<file path="src/rtl/fifo_out_ctrl_if.sv">
// Handshake bundle between the conv output FIFO controller and its MAC,
// memory and AXI-stream neighbours.
interface fifo_out_ctrl_if #(
   parameter int DEPTH = 19
);
   localparam int LOGDEPTH = $clog2(DEPTH);
   localparam int CNTW     = $clog2(DEPTH + 1);

   logic                alloc_req;
   logic                alloc_gnt;
   logic                wr_valid;
   logic                mem_wr_en;
   logic [LOGDEPTH-1:0] mem_wr_addr;
   logic [LOGDEPTH-1:0] mem_rd_addr;
   logic                OUT_AXIS_TVALID;
   logic                OUT_AXIS_TREADY;
   logic [CNTW-1:0]     occupancy;
   logic [CNTW-1:0]     reserved;
   logic                err_overflow;
   logic                err_unreserved;

   modport master (
      output alloc_req, wr_valid, OUT_AXIS_TREADY,
      input  alloc_gnt, mem_wr_en, mem_wr_addr, mem_rd_addr, OUT_AXIS_TVALID,
             occupancy, reserved, err_overflow, err_unreserved
   );

   modport slave (
      input  alloc_req, wr_valid, OUT_AXIS_TREADY,
      output alloc_gnt, mem_wr_en, mem_wr_addr, mem_rd_addr, OUT_AXIS_TVALID,
             occupancy, reserved, err_overflow, err_unreserved
   );
endinterface

</file>
<file path="src/rtl/fifo_out_ctrl.sv">
// Pointer/credit controller for the conv output FIFO: slot reservation for the
// non-stallable MAC, memory address generation and AXI-stream valid.
module fifo_out_ctrl #(
   parameter int DEPTH = 19
) (
   input  logic            clk,
   input  logic            reset,
   fifo_out_ctrl_if.slave  bus
);
   localparam int LOGDEPTH = $clog2(DEPTH);
   localparam int CNTW     = $clog2(DEPTH + 1);
   localparam logic [LOGDEPTH-1:0] LAST    = LOGDEPTH'(DEPTH - 1);
   localparam logic [CNTW-1:0]     DEPTH_C = CNTW'(DEPTH);

   logic [LOGDEPTH-1:0] head_q, head_d, tail_q, tail_d;
   logic [CNTW-1:0]     occ_q, occ_d, res_q, res_d;
   logic                tvalid_q, tvalid_d;
   logic                err_ovf_q, err_ovf_d, err_unres_q, err_unres_d;
   logic                push, pop, gnt;
   logic [CNTW:0]       committed;

   function automatic logic [LOGDEPTH-1:0] inc(input logic [LOGDEPTH-1:0] p);
      return (p == LAST) ? '0 : p + LOGDEPTH'(1);
   endfunction

   always_comb begin
      pop       = tvalid_q & bus.OUT_AXIS_TREADY;
      push      = reset & bus.wr_valid & (occ_q < DEPTH_C);
      committed = {1'b0, occ_q} + {1'b0, res_q};
      // No credit for a same-cycle pop, so a granted slot is always free at write time.
      gnt       = reset & bus.alloc_req & (committed < {1'b0, DEPTH_C});

      res_d = res_q;
      if (gnt)
         res_d = res_d + CNTW'(1);
      if (bus.wr_valid && (res_q != '0))
         res_d = res_d - CNTW'(1);

      occ_d = occ_q;
      if (push)
         occ_d = occ_d + CNTW'(1);
      if (pop)
         occ_d = occ_d - CNTW'(1);

      head_d      = pop  ? inc(head_q) : head_q;
      tail_d      = push ? inc(tail_q) : tail_q;
      tvalid_d    = (occ_d != '0);
      err_ovf_d   = err_ovf_q   | (bus.wr_valid & (occ_q == DEPTH_C));
      err_unres_d = err_unres_q | (bus.wr_valid & (res_q == '0));
   end

   always_ff @(posedge clk or negedge reset) begin
      if (!reset) begin
         head_q      <= '0;
         tail_q      <= '0;
         occ_q       <= '0;
         res_q       <= '0;
         tvalid_q    <= 1'b0;
         err_ovf_q   <= 1'b0;
         err_unres_q <= 1'b0;
      end else begin
         head_q      <= head_d;
         tail_q      <= tail_d;
         occ_q       <= occ_d;
         res_q       <= res_d;
         tvalid_q    <= tvalid_d;
         err_ovf_q   <= err_ovf_d;
         err_unres_q <= err_unres_d;
      end
   end

   // Reading the next head one cycle early lets the 1-cycle memory keep up with
   // back-to-back pops; on an empty FIFO rd_addr==wr_addr and the bypass serves it.
   assign bus.mem_rd_addr     = reset ? head_d : '0;
   assign bus.mem_wr_en       = push;
   assign bus.mem_wr_addr     = tail_q;
   assign bus.alloc_gnt       = gnt;
   assign bus.OUT_AXIS_TVALID = tvalid_q;
   assign bus.occupancy       = occ_q;
   assign bus.reserved        = res_q;
   assign bus.err_overflow    = err_ovf_q;
   assign bus.err_unreserved  = err_unres_q;
endmodule
</file>
<file path="src/flat_wrapper.sv">
// flat-port wrapper written by rule: the top's interface ports become plain ports
module fifo_out_ctrl_flat 
#(
   parameter int DEPTH = 19
)
  (clk, reset, bus_alloc_req, bus_wr_valid, bus_OUT_AXIS_TREADY, bus_alloc_gnt, bus_mem_wr_en, bus_mem_wr_addr, bus_mem_rd_addr, bus_OUT_AXIS_TVALID, bus_occupancy, bus_reserved, bus_err_overflow, bus_err_unreserved);
  fifo_out_ctrl_if #(.DEPTH(DEPTH)) bus_i ();
  input  logic clk;
  input  logic reset;
  input wire logic [$bits(bus_i.alloc_req)-1:0] bus_alloc_req;
  input wire logic [$bits(bus_i.wr_valid)-1:0] bus_wr_valid;
  input wire logic [$bits(bus_i.OUT_AXIS_TREADY)-1:0] bus_OUT_AXIS_TREADY;
  output wire logic [$bits(bus_i.alloc_gnt)-1:0] bus_alloc_gnt;
  output wire logic [$bits(bus_i.mem_wr_en)-1:0] bus_mem_wr_en;
  output wire logic [$bits(bus_i.mem_wr_addr)-1:0] bus_mem_wr_addr;
  output wire logic [$bits(bus_i.mem_rd_addr)-1:0] bus_mem_rd_addr;
  output wire logic [$bits(bus_i.OUT_AXIS_TVALID)-1:0] bus_OUT_AXIS_TVALID;
  output wire logic [$bits(bus_i.occupancy)-1:0] bus_occupancy;
  output wire logic [$bits(bus_i.reserved)-1:0] bus_reserved;
  output wire logic [$bits(bus_i.err_overflow)-1:0] bus_err_overflow;
  output wire logic [$bits(bus_i.err_unreserved)-1:0] bus_err_unreserved;
  assign bus_i.alloc_req = bus_alloc_req;
  assign bus_i.wr_valid = bus_wr_valid;
  assign bus_i.OUT_AXIS_TREADY = bus_OUT_AXIS_TREADY;
  assign bus_alloc_gnt = bus_i.alloc_gnt;
  assign bus_mem_wr_en = bus_i.mem_wr_en;
  assign bus_mem_wr_addr = bus_i.mem_wr_addr;
  assign bus_mem_rd_addr = bus_i.mem_rd_addr;
  assign bus_OUT_AXIS_TVALID = bus_i.OUT_AXIS_TVALID;
  assign bus_occupancy = bus_i.occupancy;
  assign bus_reserved = bus_i.reserved;
  assign bus_err_overflow = bus_i.err_overflow;
  assign bus_err_unreserved = bus_i.err_unreserved;
  fifo_out_ctrl #(.DEPTH(DEPTH)) u_core (.clk(clk), .reset(reset), .bus(bus_i));
endmodule
</file>
<file path="config.mk">
export PLATFORM = sky130hd
export DESIGN_NAME = fifo_out_ctrl_flat
export DESIGN_NICKNAME = d
export VERILOG_FILES = /design/src/rtl/fifo_out_ctrl_if.sv /design/src/rtl/fifo_out_ctrl.sv /design/src/flat_wrapper.sv
export SDC_FILE = /design/constraint.sdc
export NUM_CORES = 1
export LEC_CHECK = 0
export BUFFER_PORTS_ARGS = -buffer_cell sky130_fd_sc_hd__buf_4
export CELL_PAD_IN_SITES_DETAIL_PLACEMENT = 1
export CELL_PAD_IN_SITES_GLOBAL_PLACEMENT = 1
export CORE_MARGIN = 10
export CORE_UTILIZATION = 38
export CTS_CLUSTER_DIAMETER = 50
export DETAILED_ROUTE_END_ITERATION = 16
export GPL_ROUTABILITY_DRIVEN = 0
export PLACE_DENSITY = 0.81
export SLEW_MARGIN = 20
export SYNTH_ARGS = -nofsm -noshare
export SYNTH_HDL_FRONTEND = slang
export SYNTH_SLANG_ARGS = --single-unit
</file>
<file path="constraint.sdc">
create_clock -name clk -period 3.8 [get_ports clk]
set_clock_uncertainty 0.05 [all_clocks]
set_input_delay 0.38 -clock clk [delete_from_list [all_inputs] [get_ports clk]]
set_output_delay 0.38 -clock clk [all_outputs]
set_load 0.01 [all_outputs]
</file>
==> results.py, run 1 <==
metrics = {
    "run_status": {
        "status": "completed",
    },
    "clock_network": {
        "clk_pin_slew_ns": 0.09,
        "htreeDepth": 1,
        "cts_root_buffer": "clkbuf_8",
        "tritoncts": "built",
        "clock_path_buffers": 2,
        "cts.sinks": 23,
        "clock_latency_ns": 0.27,
        "cts-buffers-inserted": 3,
    },
    "routing": {
        "first_pass_iters": 4,
        "drt_iter0_markers": 109,
        "viasPerCell": 5.59,
        "wl_per_cell_um": 18.0,
        "drt_wl_total_um": 5200,
        "detail-route-antenna-nets": 0,
        "via_count": 1610,
        "remaining_drc_errors": 0,
    },
    "critical_path": {
        "cp-start-kind": "register",
        "path_cells": "ha_2 > inv_2 > fa_2 > nand2b_4 > a222oi_1 > o21ai_2 > a221oi_4 > nand2_4 > mux2i_2 > ha_2 > nand2_4 > inv_2 > o21ai_2 > o311a_1 > or4_1",
        "crit_type": "register to register",
        "cp.arrival_ns": 3.84,
        "cp.required_ns": 3.90,
        "crit_fanout": 4,
        "cpMaxStageDelayCell": "or4_1",
        "slowest_delay_ns": 0.41,
        "crit_path_end_kind": "register",
    },
    "synth": {
        "yosysWarningCount": 0,
        "syn_area_per_cell_um2": 9.10,
        "synth_area_mm2": 0.00170,
        "ys_top_cells_by_area": "dfrtp_1, ha_1, xnor2_1",
        "synth_compound_area_share_pct": 17.1,
        "ys_ff_latch": 23,
        "synth_xor_area_share_pct": 7.72,
        "ys_seq_area_share_pct": 33.8,
        "async_flop_share_pct": 100,
        "synth_top_family_by_area": "simple AND/OR/NAND/NOR gates",
        "synth_edf_count": 0,
        "synth_simple_gate_area_share_pct": 21.0,
        "synth_ff_type": "dfrtp_1",
        "syn-num-nets": 207,
        "synth_top_area_share_pct": 33.8,
        "yosys.area.top_type": "dfrtp_1",
        "synthCells": 187,
        "synthMuxAreaShare_pct": 4.85,
        "synth_fa_ha_area_share_pct": 11.5,
        "yosysUniqueCellTypes": 42,
    },
    "die": {
        "row_count": 24,
        "die_y_um": 86.9,
        "die_w_um": 86.9,
        "pin_count": 30,
        "coreArea_mm2": 0.00435,
        "fp.dieArea_mm2": 0.00755,
        "initial_core_util_pct": 39.1,
    },
    "global_routing": {
        "grt_start_max_net_pins": 27,
        "track_usage_pct": 13.7,
        "grt_pass1_vias": 1753,
        "antenna_found_initial": 0,
        "grt_first_pass_wirelength_um": 8470,
        "grt_overflow": 0,
    },
    "placement": {
        "post_dp_cell_area_mm2": 0.00207,
        "io_buffers": 29,
        "dp_hpwl_um": 3820,
    },
    "hold_path": {
        "hp-class": "input pin to async pin",
    },
    "timing": {
        "min_period_ns": 3.75,
        "slew_headroom_pct": 61.1,
        "finalSetupViolCount": 0,
        "hold_viol": 0,
        "max_slew.worst_pin.slew_ns": 0.577,
        "fin_hold_ws_ns": 0.399,
        "fin_crit_sh_pct": 98.6,
        "grt_setup_unrepaired": "true",
        "fmax_mhz": 267,
        "slew_viol_final": 0,
    },
    "finish": {
        "nFillCells": 513,
        "drive_gt1_share_pct": 28.8,
        "synthToLayoutAreaGrowth_pct": 30.0,
        "final_area_mm2": 0.00221,
        "nets": 257,
        "diodes": 0,
    },
    "power": {
        "ir_drop_uv": 378,
        "p_leak_uw": 0.00101,
        "power_density_mw_per_mm2": 1000,
    },
    "job": {
        "maxCapViolCount": 0,
    },
}
-- flip-flops by register name, indices dropped and copies added, names as in the netlist --
signal                      count
u_core.bus.OUT_AXIS_TVALID      1
u_core.bus.reserved             5
u_core.bus.err_unreserved       1
u_core.bus.err_overflow         1
u_core.head_q                   5
u_core.bus.mem_wr_addr          5
u_core.bus.occupancy            5
-- worst max-delay path: cells and delay by family (launching register included) --
family | cells | cell delay [ns]
compound gates | 5 | 1.29
fa+ha+maj | 3 | 0.81
simple gates | 4 | 0.76
flops | 1 | 0.37
mux | 1 | 0.23
buf+inv | 2 | 0.11
-- timing repair --
item	4_1_cts	5_1_grt
hold buffers	1	0
endpoints found under the hold margin	4	0
setup buffers	3	3
gates resized for setup	7	6
endpoints found under the setup margin	1	1
pin swaps	3	6
-- power breakdown --
part	total, µW	internal [µW]	switching, µW
sequential	476	363	113
combinational	1580	718	862
clock	156	74.3	81.7
total	2210	1160	1060
-- placed cells by master (no fill, tap or decap), types with 7 or more instances in the layout --
master / instances
nand2_1: 16
xnor2_1: 9
inv_1: 12
dfrtp_1: 23
ha_1: 12
and2_1: 7
o21ai_0: 8
buf_4: 48
nor2_1: 11
a21oi_1: 9
-- metal layers --
metal	wire (µm)	GRT usage [%]	vias up	part of all wire (%)
li1	-	-	775	-
met1	2320	16.6	799	45
met2	2620	23.1	28	50
met3	188	3.46	8	3.6
met4	69	4.12	0	1.3
met5	0	0	-	0
-- worst paths after layout --
check	startpoint	end	slack [ns]	cells after the start
min reg2reg	u_core.bus.err_unreserved	u_core.bus.err_unreserved	0.45	1
max reg2reg	u_core.bus.occupancy[0]	u_core.bus.reserved[4]	0.05	15
max in group asynchronous	reset	u_core.bus.err_unreserved	2.81	3
min	reset	u_core.bus.reserved[2]	0.40	2
min in group clk	bus_wr_valid	u_core.bus.err_overflow	0.42	2
max	u_core.bus.occupancy[0]	u_core.bus.reserved[4]	0.05	15
-- per-stage QoR --
stage	utilization (%)	worst slack [ns]	cells	power [µW]	TNS, ns
after floorplan	-	0.0305	187	1360	0
after global placement	47.5	0.166	277	1830	0
after detailed placement	47.5	-0.127	277	1910	-0.127
after CTS	49.9	0.0179	285	2150	0
after global routing	50.8	-0.122	288	2400	-0.122
final	50.8	0.0540	288	2210	0
-- layout make-up --
class	count	area, µm²	area share [%]
clock buffer	3	41.3	1.87
clock inverter	1	7.51	0.339
inverter	14	52.6	2.38
multi-input combinational	146	1100	49.7
sequential	23	576	26.0
tap	52	65.1	2.94
timing repair buffer	49	370	16.7
-- logic make-up (layout without fill, tap and decap cells) --
group	Yosys count	after routing
simple gates	67	67
flops	23	23
mux	8	8
compound gates	41	41
xor+xnor	15	15
buf+inv	18	67
fa+ha+maj	15	15
-- synth_stat cells (all sizes together), types with 2 or more instances --
cell type	instances
and2	7
a31oi	4
nor2	11
dfrtp	23
nand4	2
ha	14
a21o	3
nor4	4
nand2	18
inv	14
nand3b	4
xor2	5
clkbuf	4
a211o	2
a221oi	2
mux2i	6
a21oi	9
o21ai	11
mux2	2
nand2b	5
nand3	5
xnor2	10
nor3	3
nor2b	4
Power figures use the tool's default switching activity.
==> run 2: changes to the inputs <==
--- a/config.mk
+++ b/config.mk
@@ -9,11 +9,11 @@
 export CELL_PAD_IN_SITES_DETAIL_PLACEMENT = 1
 export CELL_PAD_IN_SITES_GLOBAL_PLACEMENT = 1
 export CORE_MARGIN = 10
-export CORE_UTILIZATION = 38
+export CORE_UTILIZATION = 45
 export CTS_CLUSTER_DIAMETER = 50
 export DETAILED_ROUTE_END_ITERATION = 16
 export GPL_ROUTABILITY_DRIVEN = 0
-export PLACE_DENSITY = 0.81
+export PLACE_DENSITY = 0.89
 export SLEW_MARGIN = 20
 export SYNTH_ARGS = -nofsm -noshare
 export SYNTH_HDL_FRONTEND = slang
==> constraint.sdc (replaced) <==
create_clock -name clk -period 4.8 [get_ports clk]
set_clock_uncertainty 0.05 [all_clocks]
set_input_delay 0.48 -clock clk [delete_from_list [all_inputs] [get_ports clk]]
set_output_delay 0.48 -clock clk [all_outputs]
set_load 0.01 [all_outputs]
==> results.py, run 2 (synthesized netlist as in run 1, its figures left out) <==
metrics = {
    "clock_network": {
        "post_cts_resized": 0,
        "htreeDepth": 1,
        "cts_root_buffer": "clkbuf_8",
        "clock_latency_ns": 0.27,
        "cts_setup_buffers": 0,
        "clk_pin_slew_ns": 0.09,
        "cts.sinks": 23,
        "holdBufCountCts": 0,
        "cts-buffers-inserted": 3,
        "clock_path_buffers": 2,
        "tritoncts": "built",
    },
    "timing": {
        "finalSetupViolCount": 0,
        "fin_hold_ws_ns": 0.0619,
        "finalSetupTns_ns": 0,
        "hold_viol": 0,
        "fin_crit_sh_pct": 86.3,
        "slew_headroom_pct": 58.7,
        "grt_setup_unrepaired": "false",
        "min_period_ns": 4.14,
        "max_slew.worst_pin.slew_ns": 0.612,
        "fmax_mhz": 242,
        "slew_viol_final": 0,
    },
    "placement": {
        "post_dp_cell_area_mm2": 0.00197,
        "dp_hpwl_um": 3550,
        "io_buffers": 29,
    },
    "power": {
        "p_comb_share_pct": 61.5,
        "power_density_mw_per_mm2": 766,
        "switching_share_pct": 49.0,
        "clockPowerShare_pct": 8.2,
        "p_leak_uw": 0.000911,
        "pwr-share-seq_pct": 30.3,
        "p_int_uw": 789,
        "p_switching_uw": 759,
        "ir_drop_uv": 344,
    },
    "die": {
        "coreArea_mm2": 0.00366,
        "initial_core_util_pct": 46.5,
        "die_y_um": 81.5,
        "die_w_um": 81.5,
        "pin_count": 30,
        "row_count": 22,
        "fp.dieArea_mm2": 0.00664,
    },
    "global_routing": {
        "track_usage_pct": 14.6,
        "grt.met1_usage_pct": 18.4,
        "met2_usage_pct": 25.0,
        "grt_first_pass_wirelength_um": 7820,
        "grt_overflow": 0,
        "gr-usage-met3_pct": 3.49,
        "top_usage_layer": "met2",
        "grt_pass1_vias": 1601,
        "antenna_found_initial": 0,
        "grt_start_max_net_pins": 33,
    },
    "finish": {
        "nets": 238,
        "final_area_mm2": 0.00202,
        "synthToLayoutAreaGrowth_pct": 18.8,
        "final_cell_mix": "buf_4, dfrtp_1, nand2_1",
        "diodes": 0,
        "drive_gt1_share_pct": 18.0,
        "mostFrequentLayoutCell": "buf_4",
    },
    "critical_path": {
        "rrSetupSlack_ns": 0.66,
        "cp.required_ns": 4.89,
        "crit_fanout": 9,
        "cp.arrival_ns": 4.23,
        "crit_type": "register to register",
        "crit_path_end_kind": "register",
        "cp-start-kind": "register",
    },
    "routing": {
        "viasPerCell": 5.65,
        "drt_iter0_markers": 85,
        "via_count": 1497,
        "wl_per_cell_um": 17.5,
        "drt_wl_total_um": 4640,
        "first_pass_iters": 5,
        "detail-route-antenna-nets": 0,
        "remaining_drc_errors": 0,
    },
    "run_status": {
        "status": "completed",
    },
    "hold_path": {
        "hp-class": "input pin to async pin",
    },
    "job": {
        "maxCapViolCount": 0,
    },
}
==> run 2: cell count changes in the layout (fill, tap and decap cells not counted), moves of 2 or more <==
cell,change
buf_4,-18
ha_1,+2
ha_2,-2
inv_1,+2
inv_2,-2
o21ai_2,-2
==> run 2: through the flow <==
step | utilization, % | power [µW] | instances | worst slack (ns)
finish | 55.2 | 1550 | 265 | 0.660
floorplan | - | 1070 | 187 | 1.03
global placement | 53.9 | 1370 | 261 | 0.884
CTS | 55.2 | 1560 | 265 | 0.631
global route | 55.2 | 1690 | 265 | 0.354
detailed placement | 53.9 | 1420 | 261 | 0.636
==> run 2: worst paths after layout <==
check / cells past startpoint / end / start
worst min register to register: 1 / u_core.bus.err_overflow / u_core.bus.err_overflow
min in group clk: 1 / u_core.bus.err_overflow / u_core.bus.err_overflow
worst max register to register: 15 / u_core.bus.reserved[4] / u_core.bus.occupancy[0]
worst min-delay path: 1 / u_core.head_q[4] / reset
worst max-delay path: 15 / u_core.bus.reserved[4] / u_core.bus.occupancy[0]
max in group asynchronous: 1 / u_core.bus.occupancy[4] / reset
==> run 2: power groups by stage <==
stage	sequential, µW	clock (µW)	combinational [µW]
final	470	127	952
after global routing	490	139	1060
after CTS	468	130	964
after detailed placement	468	0	953
after global placement	459	0	911
after floorplan	433	0	641
==> run 2: per-layer routing <==
layer | up-vias | routed length (µm)
met1 | 739 | 2120
met2 | 27 | 2290
met5 | - | 0
li1 | 725 | -
met3 | 6 | 202
met4 | 0 | 36
==> run 2: worst max-delay path, cell delays in order (launching register included) <==
cell      delay (ns)
dfrtp_1         0.53
ha_1            0.23
inv_1           0.06
fa_1            0.40
nand2b_1        0.19
a222oi_1        0.28
o21ai_1         0.20
a221oi_4        0.41
nand2_4         0.14
xnor2_1         0.25
ha_1            0.22
nand2_1         0.11
inv_1           0.09
o21ai_0         0.12
o311a_1         0.36
or4_1           0.39
==> run 2: final cells by class <==
type | instances | area [µm²]
Sequential cell | 23 | 576
Fill cell | 434 | 1640
Multi-Input combinational cell | 146 | 1060
Tap cell | 48 | 60.1
Timing Repair Buffer | 30 | 225
Clock buffer | 3 | 41.3
Inverter | 14 | 52.6
Clock inverter | 1 | 7.51
==> run 3: changes to the inputs <==
--- a/config.mk
+++ b/config.mk
@@ -13,7 +13,7 @@
 export CTS_CLUSTER_DIAMETER = 50
 export DETAILED_ROUTE_END_ITERATION = 16
 export GPL_ROUTABILITY_DRIVEN = 0
-export PLACE_DENSITY = 0.89
+export PLACE_DENSITY = 0.85
 export SLEW_MARGIN = 20
 export SYNTH_ARGS = -nofsm -noshare
 export SYNTH_HDL_FRONTEND = slang
==> results.py, run 3 (synthesized netlist as in run 1, its figures left out) <==
metrics = {
    "placement": {
        "io_buffers": 29,
        "place_inst": 261,
        "dp_hpwl_um": 3750,
        "pre_cts_slack_ns": 0.509,
    },
    "global_routing": {
        "grt_start_max_net_pins": 33,
        "grt_first_pass_wirelength_um": 8390,
        "antenna_found_initial": 0,
        "track_usage_pct": 15.7,
        "grt_overflow": 0,
        "grt_pass1_vias": 1674,
    },
    "finish": {
        "multi_input_comb_area_mm2": 0.00106,
        "nets": 238,
        "seq_area_um2": 576,
        "nFillCells": 451,
        "drive_gt1_share_pct": 18.0,
        "synthToLayoutAreaGrowth_pct": 18.6,
        "mostFrequentLayoutCell": "buf_4",
        "diodes": 0,
        "final_cells": 265,
        "final_cell_mix": "buf_4, dfrtp_1, nand2_1",
    },
    "routing": {
        "wl_met3_um": 259,
        "drt_iter0_markers": 65,
        "detail-route-antenna-nets": 0,
        "drt_wl_total_um": 4970,
        "remaining_drc_errors": 0,
        "dr.max_layer_used": "met4",
        "wl_met1_um": 2120,
        "first_pass_iters": 4,
        "via_count": 1532,
        "dr_wl_met2_um": 2510,
        "wl_per_cell_um": 18.8,
        "viasPerCell": 5.78,
    },
    "die": {
        "die_y_um": 81.5,
        "pin_count": 30,
        "fp.dieArea_mm2": 0.00664,
        "die_w_um": 81.5,
        "initial_core_util_pct": 46.5,
        "coreArea_mm2": 0.00366,
        "row_count": 22,
    },
    "timing": {
        "timing.final.ws_setup_ns": 0.401,
        "fin_crit_sh_pct": 91.7,
        "finalSetupTns_ns": 0,
        "slew_viol_final": 0,
        "fin_hold_ws_ns": 0.0699,
        "max_slew.worst_pin.slew_ns": 0.599,
        "hold_viol": 0,
        "slew_headroom_pct": 59.6,
        "finalSetupViolCount": 0,
        "fmax_mhz": 227,
        "min_period_ns": 4.40,
        "grt_setup_unrepaired": "false",
    },
    "power": {
        "p_leak_uw": 0.000915,
        "ir_drop_uv": 358,
        "power_density_mw_per_mm2": 775,
        "power.total_uw": 1560,
    },
    "critical_path": {
        "cp.arrival_ns": 4.48,
        "reg2reg_depth": 16,
        "rrSetupSlack_ns": 0.40,
        "worstReg2RegEnd": "u_core.bus.reserved[4]",
        "cp.required_ns": 4.88,
        "crit_type": "register to register",
        "crit_fanout": 9,
        "crit_path_end_kind": "register",
        "r2r-start": "u_core.bus.occupancy[0]",
        "cp-start-kind": "register",
    },
    "clock_network": {
        "cts_root_buffer": "clkbuf_8",
        "post_cts_resized": 0,
        "htreeDepth": 1,
        "cts.sinks": 23,
        "cts_setup_buffers": 0,
        "clock_path_buffers": 2,
        "tritoncts": "built",
        "clock_latency_ns": 0.26,
        "cts-buffers-inserted": 3,
        "clk_pin_slew_ns": 0.08,
        "holdBufCountCts": 0,
    },
    "hold_path": {
        "hp-class": "input pin to async pin",
    },
    "job": {
        "maxCapViolCount": 0,
    },
    "run_status": {
        "status": "completed",
    },
}
-- run 3: changes by cell type in the layout (fill, tap and decap cells not counted) --
cell	delta
clkinv_2	+1
clkinvlp_4	-1
-- run 3: worst max path at each step --
stage / from / endpoint / cells past startpoint
3_5_place_dp: u_core.bus.occupancy[0] / u_core.bus.reserved[4] / 15
6_report: u_core.bus.occupancy[0] / u_core.bus.reserved[4] / 16
3_3_place_gp: u_core.bus.occupancy[0] / u_core.bus.reserved[4] / 15
4_1_cts: u_core.bus.occupancy[0] / u_core.bus.reserved[4] / 15
2_1_floorplan: u_core.bus.occupancy[0] / u_core.bus.reserved[4] / 15
5_1_grt: u_core.bus.occupancy[0] / u_core.bus.reserved[4] / 15
-- run 3: worst max-delay path, cell delays in order (launching register included) --
cell and delay, ns:
dfrtp_1 0.54, ha_1 0.24, inv_1 0.06, fa_1 0.40, nand2b_1 0.19, a221oi_1 0.41, xor2_1 0.17, a221oi_4 0.36
nand2_4 0.15, xnor2_1 0.28, ha_1 0.24, nand2_1 0.12, inv_1 0.09, o21ai_0 0.16, nor2_1 0.16, a31oi_1 0.10
or4_1 0.54
-- run 3: layout make-up --
class                      count  share of cell area (%)
multi-input combinational    146                    52.4
sequential                    23                    28.5
timing repair buffer          30                    11.2
tap                           48                    2.98
inverter                      14                    2.60
clock buffer                   3                    2.05
clock inverter                 1                   0.248
-- run 3: metrics by stage --
stage          instance area [µm²]  utilization (%)
2_1_floorplan                 1700                -
3_3_place_gp                  1970             53.9
3_5_place_dp                  1970             53.9
4_1_cts                       2020             55.1
5_1_grt                       2020             55.1
6_report                      2020             55.1
-- run 3: report_power, final --
part | leakage [µW] | switching, µW | internal (µW)
Clock | 0.0000255 | 63.9 | 58.0
Combinational | 0.000619 | 529 | 446
Sequential | 0.000270 | 180 | 286
-- run 3: layer usage --
layer	global-route usage [%]	vias to the layer above
met5	0	-
met4	4.33	0
met3	3.28	10
met2	27.6	33
met1	18.9	761
li1	-	728
